===== src/rtl/button_debounce_channel.sv =====
`default_nettype none
// ============================================================================
// Module      : button_debounce_channel
// Description : One button channel. The raw input is optionally inverted,
//               then passed through a synchroniser chain and a counter-based
//               stability filter. The channel produces a registered level,
//               press and release pulses, and an optional long-press pulse.
// Ports       : clk            - system clock, rising edge
//               rst            - synchronous reset, active-low
//               raw            - raw asynchronous button input
//               level          - debounced pressed state (1 = pressed)
//               press_pulse    - 1-cycle pulse when level goes 0->1
//               release_pulse  - 1-cycle pulse when level goes 1->0
//               long_pulse     - 1-cycle pulse once LONG_CYCLES into a hold
//               level_next     - combinational next value of level
// Revision    : 1.0 - initial release
// ============================================================================
module button_debounce_channel #(
  parameter int SYNC_STAGES   = 2,
  parameter int STABLE_CYCLES = 16,
  parameter int LONG_CYCLES   = 0,
  parameter int ACTIVE_LOW    = 0
) (
  input  logic clk,
  input  logic rst,
  input  logic raw,
  output logic level,
  output logic press_pulse,
  output logic release_pulse,
  output logic long_pulse,
  output logic level_next
);

  localparam int               CNT_W    = $clog2(STABLE_CYCLES + 1);
  localparam logic [CNT_W-1:0] CNT_LAST = CNT_W'(STABLE_CYCLES - 1);

  // Invert ahead of the synchroniser. As a result, the reset value of the
  // chain (all zeros) always means "not pressed", so releasing reset cannot
  // generate a spurious pulse.
  logic pressed_raw;
  assign pressed_raw = (ACTIVE_LOW != 0) ? ~raw : raw;

  logic [SYNC_STAGES-1:0] sync_q;
  logic                   sample;
  assign sample = sync_q[SYNC_STAGES-1];

  logic [CNT_W-1:0] cnt_q;
  logic [CNT_W-1:0] cnt_next;
  logic             flip;

  // Count consecutive samples that disagree with the current level. If a
  // sample agrees with the level, the run is broken and the count returns
  // to zero. The level flips on the sample that completes the run.
  always_comb begin
    cnt_next = '0;
    flip     = 1'b0;
    if (sample != level) begin
      if (cnt_q == CNT_LAST) begin
        flip = 1'b1;
      end else begin
        cnt_next = cnt_q + CNT_W'(1);
      end
    end
  end

  assign level_next = flip ? sample : level;

  always_ff @(posedge clk) begin
    if (!rst) begin
      sync_q        <= '0;
      cnt_q         <= '0;
      level         <= 1'b0;
      press_pulse   <= 1'b0;
      release_pulse <= 1'b0;
    end else begin
      sync_q        <= {sync_q[SYNC_STAGES-2:0], pressed_raw};
      cnt_q         <= cnt_next;
      level         <= level_next;
      press_pulse   <= flip & sample;
      release_pulse <= flip & ~sample;
    end
  end

  generate
    if (LONG_CYCLES > 0) begin : g_long
      localparam int            HW       = $clog2(LONG_CYCLES + 1);
      localparam logic [HW-1:0] HOLD_MAX = HW'(LONG_CYCLES);

      logic [HW-1:0] hold_q;
      logic [HW-1:0] hold_next;

      // Hold counter follows the next level. As a result, the cycle that
      // carries the press pulse already registers a hold count of 1.
      always_comb begin
        hold_next = '0;
        if (level_next) begin
          hold_next = (hold_q == HOLD_MAX) ? HOLD_MAX : hold_q + HW'(1);
        end
      end

      // Saturation at HOLD_MAX ensures one pulse per hold.
      always_ff @(posedge clk) begin
        if (!rst) begin
          hold_q     <= '0;
          long_pulse <= 1'b0;
        end else begin
          hold_q     <= hold_next;
          long_pulse <= (hold_q != HOLD_MAX) && (hold_next == HOLD_MAX);
        end
      end
    end else begin : g_no_long
      assign long_pulse = 1'b0;
    end
  endgenerate

endmodule
`default_nettype wire


===== src/rtl/multi_button_debouncer.sv =====
`default_nettype none
// ============================================================================
// Module      : multi_button_debouncer
// Description : Array of N_BUTTONS independent button debouncers. The module
//               also provides a registered "any button pressed" flag.
// Ports       : clk              - system clock, rising edge
//               rst              - synchronous reset, active-low
//               b_in             - raw asynchronous button inputs
//               b_level          - debounced pressed state (1 = pressed)
//               b_press_pulse    - 1-cycle pulse on level 0->1
//               b_release_pulse  - 1-cycle pulse on level 1->0
//               b_long_pulse     - 1-cycle pulse, LONG_CYCLES into a hold
//               b_any            - OR of b_level, aligned with the levels
// Revision    : 1.0 - initial release
// ============================================================================
module multi_button_debouncer #(
  parameter int N_BUTTONS     = 4,
  parameter int SYNC_STAGES   = 2,
  parameter int STABLE_CYCLES = 16,
  parameter int LONG_CYCLES   = 0,
  parameter int ACTIVE_LOW    = 0
) (
  input  logic                 clk,
  input  logic                 rst,
  input  logic [N_BUTTONS-1:0] b_in,
  output logic [N_BUTTONS-1:0] b_level,
  output logic [N_BUTTONS-1:0] b_press_pulse,
  output logic [N_BUTTONS-1:0] b_release_pulse,
  output logic [N_BUTTONS-1:0] b_long_pulse,
  output logic                 b_any
);

  logic [N_BUTTONS-1:0] level_next;

  generate
    for (genvar i = 0; i < N_BUTTONS; i++) begin : g_ch
      button_debounce_channel #(
        .SYNC_STAGES  (SYNC_STAGES),
        .STABLE_CYCLES(STABLE_CYCLES),
        .LONG_CYCLES  (LONG_CYCLES),
        .ACTIVE_LOW   (ACTIVE_LOW)
      ) u_ch (
        .clk          (clk),
        .rst          (rst),
        .raw          (b_in[i]),
        .level        (b_level[i]),
        .press_pulse  (b_press_pulse[i]),
        .release_pulse(b_release_pulse[i]),
        .long_pulse   (b_long_pulse[i]),
        .level_next   (level_next[i])
      );
    end
  endgenerate

  // b_any is built from the next levels. If it were built from the
  // registered levels, it would lag b_level by one cycle.
  always_ff @(posedge clk) begin
    if (!rst) begin
      b_any <= 1'b0;
    end else begin
      b_any <= |level_next;
    end
  end

endmodule
`default_nettype wire


===== config.mk =====
export PLATFORM = sky130hd
export DESIGN_NAME = multi_button_debouncer
export DESIGN_NICKNAME = d
export VERILOG_FILES = /design/src/rtl/button_debounce_channel.sv /design/src/rtl/multi_button_debouncer.sv
export SDC_FILE = /design/constraint.sdc
export NUM_CORES = 1
export LEC_CHECK = 0
export ABC_AREA = 1
export BUFFER_PORTS_ARGS = -buffer_cell sky130_fd_sc_hd__buf_2
export CAP_MARGIN = 20
export CORE_MARGIN = 2
export CORE_UTILIZATION = 60
export DETAILED_ROUTE_END_ITERATION = 12
export PLACE_DENSITY = 0.88
export SETUP_SLACK_MARGIN = 0.15
export SYNTH_ARGS = -nofsm -noshare
export SYNTH_HDL_FRONTEND = slang
export SYNTH_SLANG_ARGS = --single-unit
export TNS_END_PERCENT = 20

===== constraint.sdc =====
create_clock -name clk -period 4.4 [get_ports clk]
set_input_delay 0 -clock clk [delete_from_list [all_inputs] [get_ports clk]]
set_output_delay 0 -clock clk [all_outputs]
set_load 0.05 [all_outputs]

==> results of run 1 <==
## power by group through the flow
stage | clock, W | combinational (W) | sequential, W
global placement | 0 | 0.0000231 | 0.000387
detailed placement | 0 | 0.0000238 | 0.000387
finish | 0.000176 | 0.0000298 | 0.000378
CTS | 0.000184 | 0.0000297 | 0.000379
global route | 0.000197 | 0.0000328 | 0.000379
floorplan | 0 | 0.0000242 | 0.000386
## worst paths after layout
path | from | to | slack (ns)
hold / removal | g_ch[3].u_ch.sync_q[0] | g_ch[3].u_ch.sync_q[1] | 0.42
setup / recovery | g_ch[3].u_ch.cnt_q[0] | b_any | 2.89
hold reg to reg | g_ch[3].u_ch.sync_q[0] | g_ch[3].u_ch.sync_q[1] | 0.42
setup reg to reg | g_ch[3].u_ch.cnt_q[0] | b_any | 2.89
## metrics by stage
stage                     instances  instance area [sq um]  hold WS, ns  worst slack [ns]  utilization [%]
after floorplan                 184                   1687      0.09763             2.981                -
after global placement          215                   1673       0.1809             2.923            61.73
after detailed placement        215                   1673       0.1854             2.882            61.73
after CTS                       232                   1814       0.4249             2.869            66.94
after global routing            232                   1814       0.4423             2.755            66.94
final                           232                   1814       0.4232             2.892            66.94
## flip-flops by register name, indices dropped and copies added, names as in the netlist
name and count:
g_ch.u_ch.cnt_q 20, b_any 1, g_ch.u_ch.press_pulse 4, g_ch.u_ch.sync_q 8, g_ch.u_ch.release_pulse 4, g_ch.u_ch.level 4
## placed cells by master (no fill, tap or decap)
cell                            count
sky130_fd_sc_hd__dfxtp_1           41
sky130_fd_sc_hd__nand2_1           26
sky130_fd_sc_hd__inv_1             21
sky130_fd_sc_hd__nor2_1            21
sky130_fd_sc_hd__buf_2             18
sky130_fd_sc_hd__dlygate4sd3_1      9
sky130_fd_sc_hd__ha_1               8
sky130_fd_sc_hd__inv_2              7
sky130_fd_sc_hd__nor2_2             5
sky130_fd_sc_hd__nor4_2             5
sky130_fd_sc_hd__clkbuf_4           5
sky130_fd_sc_hd__and3_1             4
sky130_fd_sc_hd__xnor2_1            4
sky130_fd_sc_hd__nand3_1            4
sky130_fd_sc_hd__xor2_1             4
sky130_fd_sc_hd__conb_1             4
sky130_fd_sc_hd__a21oi_2            3
sky130_fd_sc_hd__nand3_2            3
sky130_fd_sc_hd__nor4_1             3
sky130_fd_sc_hd__clkinv_2           2
sky130_fd_sc_hd__inv_6              1
sky130_fd_sc_hd__a21oi_4            1
sky130_fd_sc_hd__nand3_4            1
sky130_fd_sc_hd__clkbuf_1           1
## final cells by class
class,instances,area (sq um),area share (%)
repair buffers,27,180.2,9.931
clock buffers,6,41.29,2.276
flip-flops and latches,41,820.8,45.24
multi-input cells,96,609.3,33.59
inverters,29,113.9,6.276
clock inverters,2,10.01,0.5517
well taps,31,38.79,2.138
## cells by family (layout without fill, tap and decap cells)
kind of cell,after synthesis,after routing,share of synthesized area [%]
other,1,4,0.2238
adders and majority gates,8,8,5.975
and+or+nand+nor,72,72,22.78
AOI/OAI and AO/OA,4,4,2.540
buffers and inverters,47,64,15.31
DFF,41,41,48.99
xor gates and xnor gates,8,8,4.182
## what timing repair did
item / CTS / global route
hold buffers: 9 / 0
buffers inserted: 0 / 0
hold endpoints to repair: 8 / 0
## routing by layer
metal  GRT usage (%)  up-vias  share of wire, %
met2           29.90       19                55
met4           6.977        0               1.3
met5               0        -                 0
li1                -      576                 -
met3           6.221        4               4.2
met1           15.84      492                40
## critical path: cells and delay by family (launching register included)
kind	cells	cell delay (ns)
AND/OR/NAND/NOR	6	0.52
flip-flops	1	0.35
buffers and inverters	1	0.14
adder cells (fa/ha/maj)	2	0.41
==> summary.log, run 1 <==
INFO  status         status=finished clean
INFO  drt            detailedRoute.firstPassIterationCount=4
INFO  setup_path     crit_path_cell_trace=ha_1 -> and3_1 -> ha_1 -> inv_1 -> nand2_1 -> nand2_1 -> nand2_1 -> nor2_1 -> nor2_1
INFO  drt            routed_wirelength=2.307mm
INFO  timing         layout_min_cycle_time=1.508ns
INFO  floorplan      die-area=3231squm
INFO  logic_synthesis primary_flip_flop_cell_chosen_by_synthesis_mapping=sky130_fd_sc_hd__dfxtp_1
INFO  timing         grt_setup_unrepaired=no
INFO  drt            via_count=1091
INFO  timing         finalSetupViolations=0
INFO  logic_synthesis post_synth_main_area_contributors=sky130_fd_sc_hd__dfxtp_1 (49%), sky130_fd_sc_hd__buf_4 (7.2%), sky130_fd_sc_hd__ha_1 (6.0%)
INFO  timing         finClkSkew=0.01242ns
INFO  logic_synthesis synth.distinct_cells=21
INFO  logic_synthesis synth_area_leader_cell=sky130_fd_sc_hd__dfxtp_1
INFO  logic_synthesis syn_avg_cell_area=9.256squm
INFO  setup_path     cp.arrival=1.76ns
INFO  logic_synthesis synth_cells=181
INFO  drt            wl_per_cell=9.944microns
INFO  pwr            switching_power=0.0001368W
INFO  logic_synthesis synthDominantCellAreaShare=48.99%
INFO  global_routing vias_in_the_first_global_route=1022
INFO  pwr            power_frac_comb=5.1%
INFO  clock_tree     source_to_sink_clock_delay_at_the_later_pin_of_the_worst_skew_pair=0.35ns
INFO  timing         fin_crit_sh=34.27%
INFO  floorplan      start_util=61.82%
INFO  cells_and_area final_net_count=214
INFO  timing         finalHoldViolations=0
INFO  clock_tree     clock_tree_from_tritoncts=built
INFO  placed_design  placement.io_buffers=18
INFO  setup_path     cp_slowest_cell=sky130_fd_sc_hd__dfxtp_1
INFO  logic_synthesis synthArstFlopShare=0%
INFO  floorplan      coreArea=2710squm
INFO  clock_tree     tritoncts_num_sinks=41
INFO  floorplan      chipWidth=56.84microns
INFO  logic_synthesis synth.yosys.seq_area_share=48.99%
INFO  logic_synthesis synthesis.area=1675squm
INFO  cells_and_area post_route_cells_drive_above_1_share=25.37%
INFO  global_routing grt_antenna_before_repair=0
INFO  setup_path     r2r_cells=9
INFO  global_routing wire_length_of_the_first_global_routing_pass=3.953mm
INFO  pwr            share_clk_of_total_power=30.1%
INFO  setup_path     critical_path.max_fanout=4
INFO  timing         finalSetupTns=0ns
INFO  timing         timing_max_transition_violations_final=0
INFO  pwr            power.static_leakage=0.8105nW
INFO  setup_path     timing_worst_setup_path_type=reg -> reg
INFO  clock_tree     cts_max_level=2
INFO  timing         achievable_frequency=0.6632GHz
INFO  clock_tree     cts-root-buf=sky130_fd_sc_hd__clkbuf_4
INFO  global_routing globalRouteTotalUtil=16.19%
INFO  pwr            vdd_drop_max=0.2735mV
INFO  floorplan      rows=19
INFO  floorplan      top_level_i_o_count=23
INFO  drt            via_density_per_instance=4.703
INFO  setup_path     setup.worst_path.start_class=register
INFO  flow_run       maxCapViolations=0
INFO  setup_path     worst_setup_path_end_kind=register
INFO  hold_path      hold_path_class=reg -> reg
INFO  global_routing grt_start_max_net_pins=18
INFO  pwr            sequential_cell_fraction_of_total_power=64.8%
INFO  logic_synthesis yosys_warnings=0
INFO  setup_path     timing.critical_path.slowest_cell_delay=0.35ns
INFO  setup_path     cell_repeated_most_along_the_worst_path=sky130_fd_sc_hd__nand2_1
INFO  clock_tree     ctsLongestPathBuffers=2
INFO  logic_synthesis synth_edf_count=0
INFO  cells_and_area flow.area_growth_from_synthesis=8.290%
INFO  pwr            fin_total_pwr=0.0005839W
INFO  pwr            power.density_cell_area=321.9nW/um^2
INFO  setup_path     timing.critical_path.required=4.65ns
INFO  drt            drt_iter0_markers=23
INFO  pwr            internal-power=0.0004471W
INFO  logic_synthesis ys_seq_elements=41
INFO  logic_synthesis top_cell_types_by_occurrence_after_synthesis=sky130_fd_sc_hd__dfxtp_1 (41), sky130_fd_sc_hd__nand2_1 (26), sky130_fd_sc_hd__inv_1 (21), sky130_fd_sc_hd__nor2_1 (21), sky130_fd_sc_hd__buf_4 (16)
INFO  global_routing gr-total-overflow=0
INFO  cells_and_area num_antenna_cells=0
INFO  placed_design  place.detailed.hpwl=1.628mm
INFO  hold_path      worst_hold_path.num_cells=2
INFO  clock_tree     worst_setup_hold_path_clk_slew=0.12ns
INFO  cells_and_area final.fill_count=227
INFO  placed_design  gp_congestion=0.6989
INFO  drt            drtAntennaViolNets=0
INFO  drt            drc=0
INFO  logic_synthesis synth.most_common_cell=sky130_fd_sc_hd__dfxtp_1
INFO  clock_tree     cts-buffers-inserted=5
INFO  floorplan      floorplan.die.height=56.84microns
INFO  pwr            swShare=23.44%
INFO  clock_tree     cts-resized-gates=0
Power figures use the tool's default switching activity.
==> run 2: changes to the inputs <==
- ABC_AREA: 1 -> 0
- CORE_UTILIZATION: 60 -> 49
- PLACE_DENSITY: 0.88 -> 0.78
- clock period: 4.4 -> 1.3 ns (I/O delays scaled with it)
==> summary.log, run 2 <==
INFO  drt            via_count=999 [-8.4%]
INFO  timing         achievable_frequency=0.7208GHz [+8.7%]
INFO  placed_design  gp_congestion=0.7708 [+10%]
INFO  drt            drc=0 [unchanged]
INFO  drt            wl_per_cell=11.80microns [+19%]
INFO  global_routing grt_antenna_before_repair=0 [unchanged]
INFO  logic_synthesis synthArstFlopShare=0% [unchanged]
INFO  timing         finalHoldViolations=0 [unchanged]
INFO  cells_and_area multi_input_logic_area=780.7squm [+28%]
INFO  placed_design  place.detailed.hpwl=1.670mm [+2.6%]
INFO  logic_synthesis synthesis.area=1541squm [-8.0%]
INFO  hold_path      hold_path_class=in -> reg
INFO  setup_path     timing_worst_setup_path_type=reg -> reg
INFO  logic_synthesis synth_fa_ha_area_share=6.494% [+0.52 points]
INFO  cells_and_area num_antenna_cells=0 [unchanged]
INFO  global_routing vias_in_the_first_global_route=1024 [+0.20%]
INFO  timing         timing_max_transition_violations_final=0 [unchanged]
INFO  logic_synthesis post_synth_main_area_contributors=sky130_fd_sc_hd__dfxtp_1 (53%), sky130_fd_sc_hd__buf_4 (7.8%), sky130_fd_sc_hd__ha_1 (6.5%)
INFO  floorplan      chipWidth=60.09microns [+5.7%]
INFO  cells_and_area final.fill_count=240 [+5.7%]
INFO  pwr            power.density_cell_area=1114nW/um^2 [+250%]
INFO  cells_and_area final_net_count=187 [-13%]
INFO  global_routing gr-total-overflow=0 [unchanged]
INFO  logic_synthesis syn_avg_cell_area=10.35squm [+12%]
INFO  clock_tree     cts-root-buf=sky130_fd_sc_hd__clkbuf_4
INFO  timing         hold_slack=0.03627ns [-0.3869 ns]
INFO  cells_and_area layout.cells.most_common=sky130_fd_sc_hd__dfxtp_1
INFO  timing         finalSetupViolations=21 [+21]
INFO  setup_path     r2r_cells=5 [-4]
INFO  setup_path     worst_setup_path_end_kind=register
INFO  logic_synthesis synth_area_leader_cell=sky130_fd_sc_hd__dfxtp_1
INFO  global_routing wire_length_of_the_first_global_routing_pass=4.402mm [+11%]
INFO  hold_path      worst_hold_path.num_cells=2 [unchanged]
INFO  drt            met2_wirelength=1.420mm [+12%]
INFO  timing         fin_crit_sh=106.7% [+72 points]
INFO  clock_tree     clock_tree_from_tritoncts=built
INFO  pwr            internal-power=0.001767W [+300%]
INFO  floorplan      start_util=50.91% [-11 points]
INFO  logic_synthesis synth.distinct_cells=18 [-14%]
INFO  floorplan      rows=20 [+1]
INFO  clock_tree     tritoncts_num_sinks=41 [unchanged]
INFO  cells_and_area sequential_cell_area=830.8squm [+1.2%]
INFO  flow_run       maxCapViolations=0 [unchanged]
INFO  logic_synthesis ys_seq_elements=41 [unchanged]
INFO  setup_path     crit_path_cell_trace=ha_4 -> and3_4 -> ha_4 -> or3_4 -> nor2_4
INFO  cells_and_area flow.area_growth_from_synthesis=28.98%
INFO  setup_path     count_of_cell_instances_traversed_by_the_critical_path=5 [-4]
INFO  cells_and_area final_util=65.66% [-1.3 points]
INFO  setup_path     setup.worst_path.start_class=register
INFO  pwr            swShare=20.17% [-3.3 points]
INFO  placed_design  placement.setup.worst_slack=-0.1011ns [-2.983 ns]
INFO  floorplan      floorplan.die.height=60.09microns [+5.7%]
INFO  floorplan      top_level_i_o_count=23 [unchanged]
INFO  drt            detailedRoute.firstPassIterationCount=4 [unchanged]
INFO  setup_path     cell_repeated_most_along_the_worst_path=sky130_fd_sc_hd__ha_4
INFO  logic_synthesis synth_edf_count=0 [unchanged]
INFO  logic_synthesis synthXorXnorAreaFrac=6.818% [+2.6 points]
INFO  clock_tree     worst_setup_hold_path_clk_slew=0.11ns [about the same]
INFO  status         status=complete, but fails checks
INFO  drt            routed_wirelength=2.573mm [+12%]
INFO  clock_tree     cts_max_level=2 [unchanged]
INFO  cells_and_area largestRegisters=g_ch.u_ch.cnt_q: 20 flops, g_ch.u_ch.sync_q: 8 flops
INFO  cells_and_area post_route_cells_drive_above_1_share=43.68% [+18 points]
INFO  pwr            vdd_drop_max=0.9686mV [+250%]
INFO  logic_synthesis synthDominantCellAreaShare=53.25% [+4.3 points]
INFO  floorplan      coreArea=3028squm [+12%]
INFO  status         failing_checks=setup timing
INFO  setup_path     path_buf_inv=0 [-1]
INFO  setup_path     cp_top_family=simple AND/OR/NAND/NOR gates
INFO  timing         final.setup.worst_slack=-0.08741ns [-2.980 ns]
INFO  cells_and_area top_register=g_ch.u_ch.cnt_q
INFO  logic_synthesis synth_compound_gate_area_share=0.5682% [-2.0 points]
INFO  logic_synthesis synth_simple_gate_area_share=19.81% [-3.0 points]
INFO  pwr            share_clk_of_total_power=38.0% [+7.9 points]
INFO  cells_and_area largest_reg_flops=20 [unchanged]
INFO  logic_synthesis primary_flip_flop_cell_chosen_by_synthesis_mapping=sky130_fd_sc_hd__dfxtp_1
INFO  pwr            power_frac_comb=4.0% [-1.1 points]
INFO  logic_synthesis top_cell_types_by_occurrence_after_synthesis=sky130_fd_sc_hd__dfxtp_1 (41), sky130_fd_sc_hd__nor2_1 (24), sky130_fd_sc_hd__buf_4 (16)
INFO  timing         layout_min_cycle_time=1.387ns [-0.1205 ns]
INFO  logic_synthesis synth.most_common_cell=sky130_fd_sc_hd__dfxtp_1
INFO  timing         finClkSkew=0.008769ns [-0.003649 ns]
INFO  clock_tree     source_to_sink_clock_delay_at_the_later_pin_of_the_worst_skew_pair=0.33ns [-0.02 ns]
INFO  pwr            power.static_leakage=0.7343nW [-9.4%]
INFO  placed_design  placement.io_buffers=18 [unchanged]
INFO  floorplan      die-area=3611squm [+12%]
INFO  logic_synthesis synth.yosys.seq_area_share=53.25% [+4.3 points]
INFO  drt            drt_iter0_markers=33 [+43%]
INFO  clock_tree     cts-buffers-inserted=5 [unchanged]
INFO  timing         grt_setup_unrepaired=yes
INFO  logic_synthesis synth.mux.area_fraction=2.597% [+2.6 points]
INFO  pwr            sequential_cell_fraction_of_total_power=58.0% [-6.8 points]
INFO  logic_synthesis yosys_warnings=0 [unchanged]
INFO  drt            met3RoutedLength=96microns [unchanged]
INFO  setup_path     cp_slowest_cell=sky130_fd_sc_hd__or3_4
INFO  setup_path     timing.critical_path.slowest_cell_delay=0.37ns [+0.02 ns]
INFO  drt            drtAntennaViolNets=0 [unchanged]
INFO  drt            via_density_per_instance=4.583 [-2.6%]
INFO  setup_path     critical_path.max_fanout=5 [+1]
INFO  pwr            switching_power=0.0004465W [+230%]
INFO  setup_path     cp.arrival=1.67ns [-0.09 ns]
INFO  global_routing grt_start_max_net_pins=14 [-4]
INFO  logic_synthesis synth_cells=149 [-18%]
INFO  global_routing globalRouteTotalUtil=17.05% [+0.85 points]
INFO  clock_tree     ctsLongestPathBuffers=2 [unchanged]
INFO  cells_and_area leading_cell_types_in_the_layout_fill_and_taps_excluded=sky130_fd_sc_hd__dfxtp_1 (33), sky130_fd_sc_hd__nor2_1 (17), sky130_fd_sc_hd__buf_2 (16)
INFO  logic_synthesis synth_top_family_by_area=simple AND/OR/NAND/NOR gates
INFO  setup_path     timing.critical_path.required=1.58ns [-3.07 ns]
INFO  drt            top_signal_layer_used=met4
INFO  timing         finalSetupTns=-1.368ns [-1.368 ns]
INFO  drt            m1WireLength=1.011mm [+10%]
run 2: repair_timing:
action                                  4_1_cts  5_1_grt
hold endpoints to repair                      4        0
pin swaps                                     5        5
resized for setup                            13       14
endpoints found under the setup margin       32       34
hold buffers                                  4        0
setup buffers                                 0        1
run 2: worst paths after layout:
| kind | slack [ns] | startpoint | end |
|---|---|---|---|
| worst min-delay path | 0.04 | rst | g_ch[3].u_ch.sync_q[1] |
| worst max register to register | -0.09 | g_ch[1].u_ch.cnt_q[0] | g_ch[1].u_ch.cnt_q[2] |
| worst max-delay path | -0.09 | g_ch[1].u_ch.cnt_q[0] | g_ch[1].u_ch.cnt_q[2] |
| worst min register to register | 0.44 | g_ch[1].u_ch.sync_q[0] | g_ch[1].u_ch.sync_q[1] |
run 2: per-stage QoR:
| stage | total power [W] | instance area (sq um) | instances |
|---|---|---|---|
| after floorplan | 0.001374 | 1655 | 152 |
| after global placement | 0.001383 | 1737 | 205 |
| after detailed placement | 0.001386 | 1737 | 205 |
| after CTS | 0.002233 | 1923 | 217 |
| after global routing | 0.002296 | 1988 | 218 |
| final | 0.002214 | 1988 | 218 |
run 2: cell families (layout without fill, tap and decap cells):
logic type               after synthesis  count (layout)
flip-flops                            41              41
XOR/XNOR                              12              12
adder cells (fa/ha/maj)                8               8
buffers and inverters                 26              48
AO/OA/AOI/OAI                          1               1
AND/OR/NAND/NOR                       56              56
multiplexers                           4               4
other                                  1               4
run 2: layout make-up:
class	count	share of cell area, %
repair buffers	31	10.20
inverters	9	1.699
clock inverters	1	1.510
clock buffers	7	2.769
multi-input cells	85	39.27
flip-flops and latches	41	41.79
well taps	44	2.769
run 2: power by group through the flow:
stage | Sequential (W) | Clock [W] | Combinational (W)
floorplan | 0.00131 | 0 | 0.0000653
global placement | 0.00131 | 0 | 0.0000743
detailed placement | 0.00131 | 0 | 0.0000764
CTS | 0.00128 | 0.000863 | 0.0000871
global route | 0.00129 | 0.000912 | 0.0000971
finish | 0.00128 | 0.000842 | 0.0000882
run 2: layer usage:
metal	track usage, %	up-vias
met5	0	-
met4	7.937	0
met3	5.411	5
met2	30.43	19
met1	17.99	469
li1	-	506
